===== config.mk =====
export PLATFORM = sky130hd
export DESIGN_NAME = imem_port_arbiter_flat
export DESIGN_NICKNAME = d
export VERILOG_FILES = /design/src/rtl/imem_port_arbiter_pkg.sv /design/src/rtl/imem_port_arbiter_if.sv /design/src/rtl/imem_port_arbiter_rr_arb2.sv /design/src/rtl/imem_port_arbiter.sv /design/src/flat_wrapper.sv
export SDC_FILE = /design/constraint.sdc
export NUM_CORES = 1
export LEC_CHECK = 0
export ABC_AREA = 1
export CELL_PAD_IN_SITES_DETAIL_PLACEMENT = 1
export CELL_PAD_IN_SITES_GLOBAL_PLACEMENT = 2
export CORE_MARGIN = 4
export CORE_UTILIZATION = 10
export DETAILED_ROUTE_END_ITERATION = 16
export PLACE_DENSITY_LB_ADDON = 0.1
export RECOVER_POWER = 25
export SETUP_SLACK_MARGIN = 0.1
export SKIP_CTS_REPAIR_TIMING = 1
export SLEW_MARGIN = 0
export SYNTH_ARGS = -nofsm -noshare
export SYNTH_HDL_FRONTEND = slang
export SYNTH_HIERARCHICAL = 1
export SYNTH_SLANG_ARGS = --single-unit

===== constraint.sdc =====
create_clock -name clk -period 2.1 [get_ports clk]
set_clock_uncertainty 0.15 [all_clocks]
set_input_delay 0.42 -clock clk [delete_from_list [all_inputs] [get_ports clk]]
set_output_delay 0.42 -clock clk [all_outputs]
set_load 0.1 [all_outputs]

===== src/rtl/imem_port_arbiter_pkg.sv =====
// Shared types and constants for the instruction-memory port arbiter.
package imem_pkg;

    localparam int IMEM_ADDR_BITS = 12;

    // Requester identity; also the encoding held in the round-robin pointer.
    typedef enum logic {
        PORT_IF = 1'b0,
        PORT_LD = 1'b1
    } port_e;

    // Access granted last cycle whose response is delivered this cycle.
    typedef struct packed {
        logic  valid;
        port_e port;
        logic  err;
        logic  we;
    } pend_t;

endpackage


===== src/rtl/imem_port_arbiter_if.sv =====
// Bundle of fetch, loader and BRAM signals around the arbiter.
interface imem_port_arbiter_if
    import imem_pkg::*;
#(
    parameter int ADDR_BITS = IMEM_ADDR_BITS
);
    // Fetch port
    logic                 if_req;
    logic [31:0]          if_addr;
    logic                 if_gnt;
    logic                 if_flush;
    logic                 if_rvalid;
    logic [31:0]          if_rdata;
    logic                 if_err;
    // Loader / debug port
    logic                 ld_req;
    logic                 ld_we;
    logic [31:0]          ld_addr;
    logic [31:0]          ld_wdata;
    logic                 ld_gnt;
    logic                 ld_rvalid;
    logic                 ld_err;
    logic [31:0]          ld_rdata;
    // BRAM side
    logic                 mem_en;
    logic                 mem_we;
    logic [ADDR_BITS-1:0] mem_addr;
    logic [31:0]          mem_wdata;
    logic [31:0]          mem_rdata;

    // Environment side: requesters and the BRAM itself.
    modport master (
        output if_req, if_addr, if_flush,
        output ld_req, ld_we, ld_addr, ld_wdata,
        output mem_rdata,
        input  if_gnt, if_rvalid, if_rdata, if_err,
        input  ld_gnt, ld_rvalid, ld_rdata, ld_err,
        input  mem_en, mem_we, mem_addr, mem_wdata
    );

    // Arbiter side.
    modport slave (
        input  if_req, if_addr, if_flush,
        input  ld_req, ld_we, ld_addr, ld_wdata,
        input  mem_rdata,
        output if_gnt, if_rvalid, if_rdata, if_err,
        output ld_gnt, ld_rvalid, ld_rdata, ld_err,
        output mem_en, mem_we, mem_addr, mem_wdata
    );

endinterface


===== src/rtl/imem_port_arbiter_rr_arb2.sv =====
// Two-requester round-robin arbiter; on contention the port not granted last wins.
module rr_arb2
    import imem_pkg::*;
#(
    parameter bit RESET_LAST_LOADER = 1'b1
) (
    input  logic clk,
    input  logic rst,
    input  logic req_if,
    input  logic req_ld,
    output logic gnt_if,
    output logic gnt_ld
);

    port_e last_gnt;

    // Combinational grant: a lone requester always wins, contention alternates.
    always_comb begin
        gnt_if = req_if && (!req_ld || (last_gnt == PORT_LD));
        gnt_ld = req_ld && (!req_if || (last_gnt == PORT_IF));
    end

    // Pointer moves only when something is granted.
    always_ff @(posedge clk or posedge rst) begin
        if (rst) begin
            last_gnt <= RESET_LAST_LOADER ? PORT_LD : PORT_IF;
        end else if (gnt_if) begin
            last_gnt <= PORT_IF;
        end else if (gnt_ld) begin
            last_gnt <= PORT_LD;
        end
    end

endmodule


===== src/rtl/imem_port_arbiter.sv =====
// Shares one synchronous instruction BRAM between fetch (read-only) and loader (read/write).
module imem_port_arbiter
    import imem_pkg::*;
#(
    parameter int ADDR_BITS         = IMEM_ADDR_BITS,
    parameter bit RESET_LAST_LOADER = 1'b1
) (
    input  logic                clk,
    input  logic                rst,
    imem_port_arbiter_if.slave  bus
);

    logic        gnt_if;
    logic        gnt_ld;
    logic [31:0] sel_addr;
    logic        in_range;
    logic        unused_addr_lsbs;
    logic [31:0] resp_data;
    pend_t       pend_d;
    pend_t       pend_q;

    rr_arb2 #(
        .RESET_LAST_LOADER (RESET_LAST_LOADER)
    ) u_arb (
        .clk    (clk),
        .rst    (rst),
        .req_if (bus.if_req),
        .req_ld (bus.ld_req),
        .gnt_if (gnt_if),
        .gnt_ld (gnt_ld)
    );

    // Winner selection, range check and BRAM drive.
    always_comb begin
        sel_addr         = gnt_ld ? bus.ld_addr : bus.if_addr;
        in_range         = (sel_addr[31:ADDR_BITS+2] == '0);
        unused_addr_lsbs = ^sel_addr[1:0];
        bus.if_gnt       = gnt_if;
        bus.ld_gnt       = gnt_ld;
        bus.mem_en       = (gnt_if || gnt_ld) && in_range;
        bus.mem_we       = gnt_ld && in_range && bus.ld_we;
        bus.mem_addr     = sel_addr[ADDR_BITS+1:2];
        bus.mem_wdata    = bus.ld_wdata;
    end

    // Next pending response; a fetch flushed at grant time is never queued.
    always_comb begin
        pend_d = '0;
        if (gnt_if || gnt_ld) begin
            pend_d.valid = !(gnt_if && bus.if_flush);
            pend_d.port  = gnt_ld ? PORT_LD : PORT_IF;
            pend_d.err   = !in_range;
            pend_d.we    = gnt_ld && bus.ld_we;
        end
    end

    // Pending-response register; reset drops any in-flight response.
    always_ff @(posedge clk or posedge rst) begin
        if (rst) begin
            pend_q <= '0;
        end else begin
            pend_q <= pend_d;
        end
    end

    // Route the response to its port; writes and errors return zero data.
    always_comb begin
        resp_data     = (pend_q.err || pend_q.we) ? '0 : bus.mem_rdata;
        bus.if_rvalid = pend_q.valid && (pend_q.port == PORT_IF) && !bus.if_flush;
        bus.ld_rvalid = pend_q.valid && (pend_q.port == PORT_LD);
        bus.if_err    = bus.if_rvalid && pend_q.err;
        bus.ld_err    = bus.ld_rvalid && pend_q.err;
        bus.if_rdata  = bus.if_rvalid ? resp_data : '0;
        bus.ld_rdata  = bus.ld_rvalid ? resp_data : '0;
    end

endmodule


===== src/flat_wrapper.sv =====
// flat-port wrapper written by rule: the top's interface ports become plain ports
module imem_port_arbiter_flat import imem_pkg::*;
#(
    parameter int ADDR_BITS         = IMEM_ADDR_BITS,
    parameter bit RESET_LAST_LOADER = 1'b1
)
  (clk, rst, bus_if_req, bus_if_addr, bus_if_flush, bus_ld_req, bus_ld_we, bus_ld_addr, bus_ld_wdata, bus_mem_rdata, bus_if_gnt, bus_if_rvalid, bus_if_rdata, bus_if_err, bus_ld_gnt, bus_ld_rvalid, bus_ld_rdata, bus_ld_err, bus_mem_en, bus_mem_we, bus_mem_addr, bus_mem_wdata);
  imem_port_arbiter_if #(.ADDR_BITS(ADDR_BITS)) bus_i ();
  input  logic clk;
  input  logic rst;
  input wire logic [$bits(bus_i.if_req)-1:0] bus_if_req;
  input wire logic [$bits(bus_i.if_addr)-1:0] bus_if_addr;
  input wire logic [$bits(bus_i.if_flush)-1:0] bus_if_flush;
  input wire logic [$bits(bus_i.ld_req)-1:0] bus_ld_req;
  input wire logic [$bits(bus_i.ld_we)-1:0] bus_ld_we;
  input wire logic [$bits(bus_i.ld_addr)-1:0] bus_ld_addr;
  input wire logic [$bits(bus_i.ld_wdata)-1:0] bus_ld_wdata;
  input wire logic [$bits(bus_i.mem_rdata)-1:0] bus_mem_rdata;
  output wire logic [$bits(bus_i.if_gnt)-1:0] bus_if_gnt;
  output wire logic [$bits(bus_i.if_rvalid)-1:0] bus_if_rvalid;
  output wire logic [$bits(bus_i.if_rdata)-1:0] bus_if_rdata;
  output wire logic [$bits(bus_i.if_err)-1:0] bus_if_err;
  output wire logic [$bits(bus_i.ld_gnt)-1:0] bus_ld_gnt;
  output wire logic [$bits(bus_i.ld_rvalid)-1:0] bus_ld_rvalid;
  output wire logic [$bits(bus_i.ld_rdata)-1:0] bus_ld_rdata;
  output wire logic [$bits(bus_i.ld_err)-1:0] bus_ld_err;
  output wire logic [$bits(bus_i.mem_en)-1:0] bus_mem_en;
  output wire logic [$bits(bus_i.mem_we)-1:0] bus_mem_we;
  output wire logic [$bits(bus_i.mem_addr)-1:0] bus_mem_addr;
  output wire logic [$bits(bus_i.mem_wdata)-1:0] bus_mem_wdata;
  assign bus_i.if_req = bus_if_req;
  assign bus_i.if_addr = bus_if_addr;
  assign bus_i.if_flush = bus_if_flush;
  assign bus_i.ld_req = bus_ld_req;
  assign bus_i.ld_we = bus_ld_we;
  assign bus_i.ld_addr = bus_ld_addr;
  assign bus_i.ld_wdata = bus_ld_wdata;
  assign bus_i.mem_rdata = bus_mem_rdata;
  assign bus_if_gnt = bus_i.if_gnt;
  assign bus_if_rvalid = bus_i.if_rvalid;
  assign bus_if_rdata = bus_i.if_rdata;
  assign bus_if_err = bus_i.if_err;
  assign bus_ld_gnt = bus_i.ld_gnt;
  assign bus_ld_rvalid = bus_i.ld_rvalid;
  assign bus_ld_rdata = bus_i.ld_rdata;
  assign bus_ld_err = bus_i.ld_err;
  assign bus_mem_en = bus_i.mem_en;
  assign bus_mem_we = bus_i.mem_we;
  assign bus_mem_addr = bus_i.mem_addr;
  assign bus_mem_wdata = bus_i.mem_wdata;
  imem_port_arbiter #(.ADDR_BITS(ADDR_BITS), .RESET_LAST_LOADER(RESET_LAST_LOADER)) u_core (.clk(clk), .rst(rst), .bus(bus_i));
endmodule

# == After elaboration in Yosys (flattened, before gate mapping) ==
# Cells that the tools add are included.
# op_classes
n_mux,8
bitwise,2
n_reduce_logical,23
# ops
op,n
$mux W32,4
$logic_not A18 Y1,1
$logic_and A1 B1 Y1,12
$logic_not A1 Y1,5
$logic_or A1 B1 Y1,4
$mux W4,1
$mux W1,3
$not A1 Y1,2
$reduce_bool A2 Y1,1
# word_totals
in_bits,134
regBits,5
elab_cells,38
output_inout_bits,116

# == Longest topological paths before layout ==
# Gate-level depths: netlist (run 1).
# logic_depth
ltp_word,7
ltp_mapped,9
mapped_depth_nobuf,8

# == Cells and area by module ==
# The synthesis (run 1) kept the hierarchy.
# modules_own_cells
mod,area_each_um2,seq_area_each_um2,cells_each,instances
imem_port_arbiter,1260.0,100.1,242,1
rr_arb2,68.8,26.3,12,1

# == Least setup slack after synthesis (run 1) ==
# Ideal clock, no wire load.
# synth_path
path_type,in2out
from,input bus_if_flush
to,output bus_if_rdata[22]
required_time_ps,1530
path_buffers,1
arrival_time_ps,4091
setup_slack_ps,-2561
stages,4
path_cell_list,nor3_2 -> inv_2 -> buf_2 -> nor3_1
# synth_via
elab_chain_len,3
# synth_lines
element,line,source
start: declaration,flat_wrapper.sv:13,input wire logic [$bits(bus_i.if_flush)-1:0] bus_if_flush;
$logic_not A1 Y1,imem_port_arbiter.sv:69,bus.if_rvalid = pend_q.valid && (pend_q.port == PORT_IF) && !bus.if_flush;
$logic_and A1 B1 Y1,imem_port_arbiter.sv:69,
$mux W32,imem_port_arbiter.sv:73,bus.if_rdata = bus.if_rvalid ? resp_data : '0;
end: declaration,flat_wrapper.sv:21,output wire logic [$bits(bus_i.if_rdata)-1:0] bus_if_rdata;
# No other way between the ends.

# == Worst setup path after layout (run 1) ==
# layout_path
from,register u_core.u_arb.last_gnt
to,output bus_mem_addr[2]
# layout_via
elab_chain_len,4
# layout_lines
element,line,source
start: declaration,imem_port_arbiter_rr_arb2.sv:15,port_e last_gnt;
start signal: assignment,imem_port_arbiter_rr_arb2.sv:26,last_gnt <= RESET_LAST_LOADER ? PORT_LD : PORT_IF;
$not A1 Y1,imem_port_arbiter_rr_arb2.sv:20,gnt_ld = req_ld && (!req_if || (last_gnt == PORT_IF));
$logic_or A1 B1 Y1,imem_port_arbiter_rr_arb2.sv:20,
$logic_and A1 B1 Y1,imem_port_arbiter_rr_arb2.sv:20,
$mux W32,imem_port_arbiter.sv:35,sel_addr = gnt_ld ? bus.ld_addr : bus.if_addr;
end: declaration,flat_wrapper.sv:29,output wire logic [$bits(bus_i.mem_addr)-1:0] bus_mem_addr;
# No other way between the ends.

==> metrics.md, run 1 <==
| Metric | Value |
|---|---|
| Number of antenna diodes | `0` |
| CP max stage delay | `0.55 ns` |
| Met2 usage | `17.6%` |
| Peak supply drop | `0.000205 V` |
| Grt peak-use layer | `met2` |
| Initial DRC count | `24` |
| Worst-path clk slew | `0.03 ns` |
| Status | `finished, violations left` |
| HP Start | `bus_if_flush` |
| DR WL/cell | `15.0 um` |
| CP required | `1.53 ns` |
| FF-to-FF End | `u_core/pend_q[1]` |
| Area Growth Syn to Fin | `345%` |
| Unrepaired setup endpoints after global routing | `true` |
| GR Util All Layers | `10.1%` |
| Layout cells sized above 1 | `57.8%` |
| Final min period | `2.28 ns` |
| Met3 usage | `6.13%` |
| Worst hold-check path type | `primary input to flop` |
| Synth area leaders | `nor3_1 24%, buf_4 19%, nand2_1 15%, inv_1 13%, dfrtp_1 7.5%` |
| Residual overflow from global routing | `0` |
| Initial antenna violation count | `0` |
| Worst setup EP type | `output pin` |
| R2r startpoint | `u_core/u_arb/last_gnt` |
| CTS tree | `built` |
| DP HPWL | `7130 um` |
| Die H | `123 um` |
| Mapped Area | `1330 um^2` |
| CP top delay family | `buffers and inverters` |
| Root Buffer | `clkbuf_16` |
| FP Rows | `41` |
| CP Cell Sequence | `a21oi_4 -> buf_4 -> buf_6 -> buf_8 -> clkbuf_16 -> nand2_8 -> nand2_8 -> buf_12` |
| Initial core utilization | `10.4%` |
| Yosys cell types | `17` |
| Final Hold Vio Count | `0` |
| Final worst setup slack | `-0.177 ns` |
| Grt met1 use | `10.5%` |
| Synthesis Warnings | `6` |
| H-tree depth | `1` |
| MaxCap Viol Count | `0` |
| Final wirelength | `9170 um` |
| Pin count of the biggest net entering global routing | `23` |
| Syn avg cell area | `5.23 um^2` |
| Die footprint | `15200 um^2` |
| Actual slew at the worst max-slew pin | `0.285 ns` |
| CP Max Fanout | `5` |
| Slew headroom | `81.0%` |
| Drt via density | `3.83` |
| Number of synthesized register bits | `5` |
| Max stage delay cell, worst path | `dfstp_2` |
| IO Pins | `250` |
| WHS | `0.321 ns` |
| Final Util | `46.1%` |
| Synthesized net count | `388` |
| Vias in the first global route | `2496` |
| Worst r2r path cells | `10` |
| Register area share after synthesis | `9.51%` |
| Worst skew pair latency | `0.23 ns` |
| R2R Setup Slk | `0.35 ns` |
| Final count of pins violating max slew | `0` |
| Violations in the final reports | `setup timing` |
| Input/output buffers | `181` |
| Nets | `573` |
| Most frequent cell after synthesis | `nor3_1` |
| First-pass GRT wire length | `12300 um` |
| Vias | `2339` |
| Lkg Pwr | `0.00255 uW` |
| Post-synth top flop | `dfrtp_1` |
| CP Launch Type | `flop` |
| Number of synthesized flops with an enable pin | `0` |
| Final setup violation count | `60` |
| Filler Cells Inserted | `1361` |
| Crit path buf inv count | `5` |
| Top cell by count, worst path | `nand2_8` |
| PD cells | `391 nW/um^2` |
| Synth top area share | `24.5%` |
| Cts bufs inserted | `3` |
| Synth top cells by count | `65 x nor3_1, 54 x nand2_1, 46 x inv_1, 33 x buf_4, 24 x nor2_1` |
| F_max | `0.439 GHz` |
| Crit path DAT | `1.71 ns` |
| Synth Instances | `254` |
| Leading area contributor after synthesis | `nor3_1` |
| Final worst path period share | `108%` |
| DRC Markers | `0` |
| Critical path type | `flop to output pin` |
| Total power | `2310 uW` |
| Core Footprint | `12800 um^2` |
| Clock sink count | `5` |
| CTS max path bufs | `2` |
| Hold worst-path end | `u_core/pend_q[3]` |
| Ys async rst share | `100%` |
| DRT Pass-1 Iters | `3` |
| Hold Path Depth | `2` |
| Die Wd | `123 um` |
| RD Place Congestion | `0.671` |
| Post-route ant nets | `0` |
-- flip-flops by register name, summed over array words and instances (netlist names) --
register / cells
u_core/u_arb/last_gnt: 1
u_core/pend_q: 4
-- per-layer routing --
metal | vias to the layer above | routed length (um)
met2 | 130 | 4690
li1 | 1127 | -
met5 | - | 0
met4 | 0 | 54
met3 | 5 | 1340
met1 | 1077 | 3090
-- worst max path at each step --
stage | from | endpoint | slack, ns | depth (start not counted)
floorplan | u_core/pend_q[3] | bus_if_rdata[22] | -0.93 | 5
global placement | bus_ld_req | bus_mem_addr[10] | -0.52 | 9
detailed placement | bus_ld_req | bus_mem_en | -0.55 | 11
CTS | bus_ld_req | bus_mem_en | -0.56 | 11
global route | u_core/u_arb/last_gnt | bus_mem_en | -0.26 | 8
finish | u_core/u_arb/last_gnt | bus_mem_addr[2] | -0.18 | 8
-- layout by cell type, fill, tap and decap left out, types with 2 or more instances in the layout --
| cell | count |
|---|---|
| buf_4 | 18 |
| inv_4 | 2 |
| nand2_1 | 17 |
| clkdlybuf4s50_1 | 93 |
| nor3_4 | 65 |
| inv_1 | 43 |
| or2_4 | 2 |
| buf_12 | 92 |
| buf_16 | 4 |
| nand2_2 | 8 |
| nand2_8 | 23 |
| dfrtp_1 | 3 |
| clkbuf_16 | 12 |
| nand2_4 | 8 |
| nor2_4 | 4 |
| a21oi_1 | 2 |
| buf_6 | 3 |
| buf_8 | 5 |
| dlymetal6s2s_1 | 2 |
| nor2_1 | 19 |
-- metrics by stage --
step                instances  TNS, ns  setup WS (ns)  cell area [um^2]
CTS                       584   -14.12         -0.556              5430
finish                    610    -4.44         -0.177              5920
global placement          580   -12.89         -0.525              5350
global route              610    -8.52         -0.263              5920
floorplan                 254   -37.34         -0.928              2680
detailed placement        580   -14.13         -0.551              5350
-- power by group --
part / leakage [uW] / switching [uW] / internal, uW
Sequential: 0.0000572 / 12.7 / 110
Clock: 0.0000382 / 60.8 / 251
Combinational: 0.00245 / 1090 / 784
Total: 0.00255 / 1170 / 1150
-- area by class of cell --
cell class / count / area (um^2) / area share (%)
Timing Repair Buffer: 228 / 3390 / 57.3
Tap cell: 172 / 215 / 3.64
Sequential cell: 5 / 128 / 2.16
Clock buffer: 4 / 78.8 / 1.33
Inverter: 47 / 194 / 3.28
Multi-Input combinational cell: 154 / 1910 / 32.3
-- worst reg2reg max path: cells and delay by family (launching register included) --
kind | cells | cell delay (ns)
AND/OR/NAND/NOR | 3 | 0.18
AO/OA/AOI/OAI | 2 | 0.21
buffers and inverters | 5 | 0.57
flip-flops | 1 | 0.55
-- kinds of logic (layout without fill, tap and decap cells) --
logic type             count (synthesis)  count (layout)  synth area share [%]
AOI/OAI and AO/OA                      3               3                  1.13
buffers and inverters                 96             279                  39.4
and+or+nand+nor                      150             151                  50.0
DFF                                    5               5                  9.51
Note: power is estimated with default switching activity, not from simulation.
==> inputs of run 2 (changes only) <==
- ABC_AREA: 1 -> 0
- SLEW_MARGIN: 0 -> default
==> run 2 against run 1 <==
  * The run still ends with setup timing left
  * Sequential share of layout area grew 0.49 points
  * Area after synthesis fell by 11%
  * Global-route usage shrank 0.34 points
  * Synthesized cell count shrank 35%
  * Clock-buffer cell count did not move
  * Core utilization down 4.6 points
  * Worst hold slack better by 0.065 ns
  * Fmax is 9.3% lower
  * Die area is 9.9% lower
  * Sequential power about the same
  * Setup slack worse by 0.23 ns
  * Critical path type unchanged
==> metrics.md, run 2 <==
| Metric | Value |
|---|---|
| Synth area leaders | `and3_1 34%, buf_4 20%, mux2_2 11%, dfrtp_1 8.4%, clkbuf_1 3.8%` |
| CP required | `1.53 ns (about the same)` |
| Nets | `470 (-18%)` |
| MaxCap Viol Count | `0 (unchanged)` |
| DRT Pass-1 Iters | `3 (unchanged)` |
| Worst-path clk slew | `0.03 ns (about the same)` |
| DRC Markers | `0 (unchanged)` |
| IO Pins | `250 (unchanged)` |
| Initial core utilization | `10.3% (-0.039 points)` |
| Synth Instances | `164 (-35%)` |
| GR Util All Layers | `9.78% (-0.34 points)` |
| Worst setup EP type | `output pin` |
| Yosys cell types | `23 (+6)` |
| Peak supply drop | `0.000214 V (+4.3%)` |
| Crit path DAT | `1.94 ns (+0.23 ns)` |
| Root Buffer | `clkbuf_16` |
| Placed insts | `455 (-22%)` |
| Unrepaired setup endpoints after global routing | `true` |
| Top cell by count, worst path | `buf_12` |
| Post-route ant nets | `0 (unchanged)` |
| Pin count of the biggest net entering global routing | `51 (+120%)` |
| Regs by FF count | `u_core/pend_q: 4 flops, u_core/u_arb/last_gnt: 1 flops` |
| Lkg Pwr | `0.00199 uW (-22%)` |
| RD Place Congestion | `0.684 (+2.0%)` |
| Area Growth Syn to Fin | `302%` |
| Vias | `1944 (-17%)` |
| Number of antenna diodes | `0 (unchanged)` |
| CTS max path bufs | `2 (unchanged)` |
| Number of synthesized register bits | `5 (unchanged)` |
| Leading area contributor after synthesis | `and3_1` |
| First-pass GRT wire length | `10600 um (-14%)` |
| H-tree depth | `1 (unchanged)` |
| Top reg by flops | `u_core/pend_q` |
| Layout cells sized above 1 | `63.3% (+5.5 points)` |
| Mapped Area | `1190 um^2 (-11%)` |
| Critical path type | `flop to output pin` |
| Most frequent cells in the layout | `92 x buf_12, 84 x clkdlybuf4s50_1, 64 x and3_4` |
| PD cells | `366 nW/um^2 (-6.2%)` |
| CP top delay family | `flip-flops` |
| Slew headroom | `81.6% (+0.64 points)` |
| Cts bufs inserted | `3 (unchanged)` |
| Die Wd | `117 um (-5.1%)` |
| CTS tree | `built` |
| Die H | `117 um (-5.1%)` |
| Seq pwr share | `6.9% (+1.6 points)` |
| Synthesized net count | `298 (-23%)` |
| Die footprint | `13700 um^2 (-9.9%)` |
| Post-placement worst setup slack | `-0.798 ns (-0.247 ns)` |
| Worst skew pair latency | `0.22 ns (about the same)` |
| Final Hold Vio Count | `0 (unchanged)` |
| Ys async rst share | `100% (unchanged)` |
| DR WL/cell | `18.8 um (+25%)` |
| Status | `finished, violations left` |
| F_max | `0.398 GHz (-9.3%)` |
| Final worst setup slack | `-0.411 ns (-0.235 ns)` |
| Number of synthesized flops with an enable pin | `0 (unchanged)` |
| Residual overflow from global routing | `0 (unchanged)` |
| CP Max Fanout | `3 (-2)` |
| Clock sink count | `5 (unchanged)` |
| CP Launch Type | `flop` |
| Vias in the first global route | `2012 (-19%)` |
| Initial antenna violation count | `0 (unchanged)` |
| Final min period | `2.51 ns (+0.235 ns)` |
| Input/output buffers | `181 (unchanged)` |
| Leading cell type in the layout, fill and taps excluded | `buf_12` |
| Comb pwr share | `75.5% (-5.7 points)` |
| DP HPWL | `6680 um (-6.4%)` |
| Pint | `977 uW (-15%)` |
| Fin cells | `478 (-22%)` |
| Synth top area share | `34.2% (+9.7 points)` |
| Drt via density | `4.07 (+6.1%)` |
| Violations in the final reports | `setup timing` |
| Core Footprint | `11500 um^2 (-10%)` |
| Max stage delay cell, worst path | `dfstp_2` |
| Final wirelength | `9000 um (-1.8%)` |
| Clock Power Share | `17.6% (+4.1 points)` |
| Final Util | `41.5% (-4.6 points)` |
| Synthesis Warnings | `6 (unchanged)` |
| Final setup violation count | `40 (-33%)` |
| Actual slew at the worst max-slew pin | `0.275 ns (-0.0106 ns)` |
| FP Rows | `39 (-4.9%)` |
| Worst hold-check path type | `flop to flop` |
| Crit path buf inv count | `2 (-3)` |
| Post-synth top flop | `dfrtp_1` |
| Sw frac | `44.2% (-6.3 points)` |
| Switching power | `774 uW (-34%)` |
| Most frequent cell after synthesis | `and3_1` |
| Initial DRC count | `42 (+75%)` |
| Final count of pins violating max slew | `0 (unchanged)` |
| Register area share after synthesis | `10.6% (+1.1 points)` |
| CP max stage delay | `0.56 ns (about the same)` |
| Syn avg cell area | `7.25 um^2 (+39%)` |
| CP Cell Sequence | `a21boi_4 -> buf_12 -> nor4_4 -> nand4_1 -> a211oi_2 -> nor2b_4 -> buf_12` |
| Max FFs per register | `4 (unchanged)` |
| Final worst path period share | `120% (+11 points)` |
| Synth top cells by count | `65 x and3_1, 32 x buf_4, 12 x clkbuf_1, 12 x mux2_2, 8 x nor2_1` |
-- run 2: worst min-delay path: stages, from the launching register on --
cell,delay (ns)
dfstp_2,0.38
nor2_1,0.10
a21oi_1,0.05
-- run 2: power by group through the flow --
stage,Sequential (uW),Combinational (uW),Clock (uW)
after detailed placement,122,1160,0
after global routing,122,1380,317
after CTS,121,1160,313
final,121,1320,308
after global placement,122,1160,0
after floorplan,118,911,0
-- run 2: layout make-up --
cell class                 instances  area (um^2)
fill                            1214         6740
clock buffer                       4         78.8
tap                              143          179
sequential                         5          126
inverter                           4         15.0
timing repair buffer             214         3190
multi-input combinational        108         1190
-- run 2: path summary, 6_finish.rpt --
check,startpoint,depth (start not counted),slack [ns],to
max in group asynchronous,rst,2,1.24,u_core/pend_q[0]
min,u_core/u_arb/last_gnt,2,0.39,u_core/u_arb/last_gnt
min in group asynchronous,rst,2,0.41,u_core/pend_q[1]
max,u_core/u_arb/last_gnt,7,-0.41,bus_mem_en
min reg2reg,u_core/u_arb/last_gnt,2,0.39,u_core/u_arb/last_gnt
max reg2reg,u_core/u_arb/last_gnt,7,0.31,u_core/pend_q[1]
-- run 2: kinds of logic (layout without fill, tap and decap cells) --
kind of cell    count (synthesis)  after routing  synth area share, %
simple gates                   89             89                 46.5
mux                            13             13                 12.2
compound gates                  6              6                 3.58
buf+inv                        51            222                 27.1
flops                           5              5                 10.6
-- run 2: through the flow --
| step | hold WS (ns) | cell area [um^2] | power, uW | TNS [ns] |
|---|---|---|---|---|
| floorplan | 0.0361 | 1520 | 1030 | -6.83 |
| global placement | 0.383 | 4180 | 1280 | -16.61 |
| detailed placement | 0.390 | 4180 | 1280 | -18.04 |
| CTS | 0.290 | 4260 | 1600 | -17.85 |
| global route | 0.414 | 4780 | 1810 | -5.78 |
| finish | 0.386 | 4780 | 1750 | -3.44 |
-- run 2: metal layers --
layer	global-route usage (%)	wire length [um]	part of all wire, %	vias up
li1	-	-	-	893
met3	6.79	1460	16	2
met1	10.9	3280	36	876
met4	1.61	34	0.38	0
met2	15.6	4230	47	173
met5	0	0	0	-
==> edit 1: new RTL, flow settings as in run 2 <==
Reset style: synchronous (`rst`), changed in 2 clocked blocks.
--- a/src/rtl/imem_port_arbiter_rr_arb2.sv
+++ b/src/rtl/imem_port_arbiter_rr_arb2.sv
@@ -21,7 +21,7 @@
     end
 
     // Pointer moves only when something is granted.
-    always_ff @(posedge clk or posedge rst) begin
+    always_ff @(posedge clk) begin
         if (rst) begin
             last_gnt <= RESET_LAST_LOADER ? PORT_LD : PORT_IF;
         end else if (gnt_if) begin
--- a/src/rtl/imem_port_arbiter.sv
+++ b/src/rtl/imem_port_arbiter.sv
@@ -55,7 +55,7 @@
     end
 
     // Pending-response register; reset drops any in-flight response.
-    always_ff @(posedge clk or posedge rst) begin
+    always_ff @(posedge clk) begin
         if (rst) begin
             pend_q <= '0;
         end else begin
Formal check against the unedited RTL: differs if rst is asserted again (counterexample within 4 cycles, from zero or initial values and one cycle with rst high); with rst held inactive, the same outputs for 10 cycles.
==> edit 1 against run 2 <==
The run still ends with negative setup slack left; register-to-register slack better by 0.04 ns; setup slack improved by 0.022 ns; non-clock buffer count down 12; area after synthesis fell by 1.3%; count of clock-buffer cells in the layout did not move; routed wire length shrank 14%; power decreased by 26%; core utilization decreased by 2.0 points; sequential cell count stayed put; first-iteration DRC count fell by 31%; design area fell by 5.3%; synthesized cell count decreased by 2.4%.
==> edit 1: results (changes against run 2) <==
[drt]
wire_per_inst_um = 16.5  ; -12%
route.vias.total = 1755  ; -9.7%
drt_first_pass_iters = 4  ; +1
first_iter_violations = 29  ; -31%

[grt]
grt_pass1_vias = 1744  ; -13%
grt.met1_usage_pct = 11.2  ; +0.30 points
grtUsageMet3_pct = 4.09  ; -2.7 points
grt_pass1_wl_um = 9720  ; -8.0%
grtUsageTotal_pct = 9.10  ; -0.67 points
grt_use_met2_pct = 14.7  ; -0.94 points
grt_max_degree = 33  ; -35%

[pwr]
p_int_uw = 778  ; -20%
pwr-share-seq_pct = 8.4  ; +1.5 points
ir_worst_vdd_v = 0.000219  ; +2.6%
power_leakage_uw = 0.00201  ; +0.77%

[synth]
syn_nets = 294  ; -1.3%
synth.area.top_cells = and2_1 36%, buf_4 20%, mux2_2 12%, dfxtp_1 8.5%, buf_2 3.4%
yosysSeqAreaShare_pct = 8.53  ; -2.1 points
async_flop_share_pct = 0  ; -100 points
synth_ff_type = dfxtp_1
synth_compound_area_share_pct = 2.99  ; -0.59 points
synth_common_cells = 67 x and2_1, 32 x buf_4, 12 x mux2_2, 8 x buf_2, 7 x nor2_1

[worst_hold_path]
hold_class = in2reg
min_from = bus_if_req
hold_end = u_core/u_arb/last_gnt

[final_layout]
fill_cells = 1211  ; -0.25%
drive_above_1_share_pct = 64.1  ; +0.83 points
nets = 461  ; -1.9%
reg_top3 = u_core/pend_q: 4 flops, u_core/u_arb/last_gnt: 1 flops

[placement]
dp.final_hpwl_um = 6120  ; -8.4%
gp_congestion = 0.665  ; -2.7%
dp_slack_ns = -0.917  ; -0.119 ns

[setup_path]
max_stage_delay_ns = 0.36  ; -0.20 ns
reg2reg_from = u_core/u_arb/last_gnt
worst_ep_arrival_time_ns = 1.92  ; -0.02 ns
slowest_stage = dfxtp_4
crit_end = bus_mem_we
reg2reg_slack_ns = 0.35  ; +0.04 ns

[status]
status = complete, but fails checks
violations = negative setup slack

[timing]
finalSetupViolCount = 63  ; +57%
slew_headroom_pct = 81.2  ; -0.41 points
fin_ws_ns = -0.390  ; +0.0217 ns

[clock_tree]
h-tree-depth = 1  ; unchanged

[edit 1: cell types whose count changed in the layout (fill, tap and decap cells not counted), sizes merged, moves of 4 or more]
| cell | before | now |
|---|---|---|
| and2 | 4 | 67 |
| and3 | 65 | 2 |
| buf | 110 | 101 |
| clkdlybuf4s50 | 84 | 74 |
| dfrtp | 4 | 0 |
| dfxtp | 0 | 5 |
| dlymetal6s2s | 12 | 21 |
[edit 1: logic make-up after synthesis]
group                  count (synthesis)
AO/OA/AOI/OAI                          4
buffers and inverters                 42
flip-flops                             5
multiplexers                          13
AND/OR/NAND/NOR                       96
[edit 1: metrics by stage]
| stage | setup TNS (ns) | cells | util (%) | hold slack (ns) | total power (µW) |
|---|---|---|---|---|---|
| after floorplan | -31.35 | 160 | - | 0.342 | 832 |
| after global placement | -21.99 | 452 | 35.2 | 0.403 | 951 |
| after detailed placement | -22.71 | 452 | 35.2 | 0.410 | 955 |
| after CTS | -26.47 | 456 | 35.9 | 0.424 | 1270 |
| after global routing | -10.71 | 469 | 39.5 | 0.500 | 1350 |
| final | -6.19 | 469 | 39.5 | 0.463 | 1300 |
[edit 1: critical path: cells and delay by family (launching register included)]
family / cells / cell delay, ns
and+or+nand+nor: 5 / 0.81
DFF: 1 / 0.36
AOI/OAI and AO/OA: 1 / 0.35
buffers and inverters: 1 / 0.17
[edit 1: area by class of cell]
cell class                 instances  area share [%]
timing repair buffer             202            66.9
sequential                         5            2.41
inverter                           2           0.166
tap                              143            3.95
multi-input combinational        113            24.8
clock buffer                       4            1.74
[edit 1: routing by layer]
| metal | part of all wire (%) | up-vias |
|---|---|---|
| li1 | - | 817 |
| met1 | 39 | 781 |
| met2 | 46 | 143 |
| met3 | 14 | 14 |
| met4 | 1.3 | 0 |
| met5 | 0 | - |
==> edit 2: new RTL, flow settings as in run 2 <==
Without the edit above. `RESET_LAST_LOADER` is set to 1'b1 in 3 places; all go to 1'b0.
--- a/src/rtl/imem_port_arbiter_rr_arb2.sv
+++ b/src/rtl/imem_port_arbiter_rr_arb2.sv
@@ -2,7 +2,7 @@
 module rr_arb2
     import imem_pkg::*;
 #(
-    parameter bit RESET_LAST_LOADER = 1'b1
+    parameter bit RESET_LAST_LOADER = 1'b0
 ) (
     input  logic clk,
     input  logic rst,
--- a/src/rtl/imem_port_arbiter.sv
+++ b/src/rtl/imem_port_arbiter.sv
@@ -3,7 +3,7 @@
     import imem_pkg::*;
 #(
     parameter int ADDR_BITS         = IMEM_ADDR_BITS,
-    parameter bit RESET_LAST_LOADER = 1'b1
+    parameter bit RESET_LAST_LOADER = 1'b0
 ) (
     input  logic                clk,
     input  logic                rst,
--- a/src/flat_wrapper.sv
+++ b/src/flat_wrapper.sv
@@ -2,7 +2,7 @@
 module imem_port_arbiter_flat import imem_pkg::*;
 #(
     parameter int ADDR_BITS         = IMEM_ADDR_BITS,
-    parameter bit RESET_LAST_LOADER = 1'b1
+    parameter bit RESET_LAST_LOADER = 1'b0
 )
   (clk, rst, bus_if_req, bus_if_addr, bus_if_flush, bus_ld_req, bus_ld_we, bus_ld_addr, bus_ld_wdata, bus_mem_rdata, bus_if_gnt, bus_if_rvalid, bus_if_rdata, bus_if_err, bus_ld_gnt, bus_ld_rvalid, bus_ld_rdata, bus_ld_err, bus_mem_en, bus_mem_we, bus_mem_addr, bus_mem_wdata);
   imem_port_arbiter_if #(.ADDR_BITS(ADDR_BITS)) bus_i ();
Formal check against the unedited RTL: not equivalent (Yosys sat finds a counterexample within 4 cycles, from zero or initial values and one cycle with rst high).
==> edit 2 against run 2 <==
The flow still finishes with violations (negative setup slack); synthesized cell count stayed put; first-iteration DRC count fell by 9.5%; setup slack lost 0.025 ns; register-to-register slack improved by 0.04 ns; area after synthesis is 0.11% lower; core utilization shrank 1.4 points; routed wire length fell by 6.1%; sequential cell count did not move; power is 2.6% lower; design area down 3.3%; critical path type is now in2out.
==> edit 2: results (changes against run 2) <==
[pwr]
powerDensity_nw_per_um2 = 369  ; +0.68%
p_int_uw = 946  ; -3.2%
ir_worst_vdd_v = 0.000229  ; +7.2%
power_leakage_uw = 0.00187  ; -6.2%

[status]
status = complete, but fails checks
violations = negative setup slack

[placement]
dp.final_hpwl_um = 6470  ; -3.1%
dp_slack_ns = -0.764  ; +0.0333 ns
gp_congestion = 0.681  ; -0.50%
place_area_um2 = 4170  ; -0.21%

[synth]
yosysSeqAreaShare_pct = 10.5  ; -0.094 points
synth_mux_area_share_pct = 12.2  ; +0.013 points
netlist.area_leader.share_pct = 34.2  ; +0.036 points

[timing]
tns_ns = -3.12  ; +0.317 ns
finalSetupViolCount = 31  ; -23%
fin_ws_ns = -0.436  ; -0.0249 ns

[drt]
drt_first_pass_iters = 4  ; +1
vias_per_cell = 4.06  ; -0.14%
route.vias.total = 1921  ; -1.2%
first_iter_violations = 38  ; -9.5%

[grt]
grt_use_met2_pct = 16.1  ; +0.46 points
grt.met1_usage_pct = 10.1  ; -0.82 points

[final_layout]
fill_cells = 1210  ; -0.33%
drive_above_1_share_pct = 61.5  ; -1.8 points
nets = 465  ; -1.1%

[setup_path]
crit_family = simple AND/OR/NAND/NOR gates
slowest_stage = clkdlybuf4s50_1

-- edit 2: logic make-up after synthesis --
family | after synthesis
compound gates | 6
buf+inv | 51
flops | 5
mux | 13
simple gates | 89
-- edit 2: path summary, 6_finish.rpt --
path,startpoint,endpoint,slack (ns),cells past startpoint
worst max-delay path,bus_ld_addr[19],bus_mem_en,-0.44,6
worst min-delay path,bus_if_req,u_core/u_arb/last_gnt,0.34,2
worst max register to register,u_core/u_arb/last_gnt,u_core/pend_q[1],0.35,7
worst min register to register,u_core/u_arb/last_gnt,u_core/u_arb/last_gnt,0.36,1
max in group asynchronous,rst,u_core/pend_q[0],1.26,2
min in group asynchronous,rst,u_core/u_arb/last_gnt,0.35,2
-- edit 2: cell type report --
class                      instances  area share, %
inverter                           4          0.325
clock buffer                       4           1.71
sequential                         5           2.73
multi-input combinational        108           25.0
timing repair buffer             209           66.3
tap                              143           3.87
-- edit 2: layer usage --
metal	part of all wire (%)	vias up
li1	-	885
met1	36	857
met2	48	167
met3	15	12
met4	0.62	0
met5	0	-
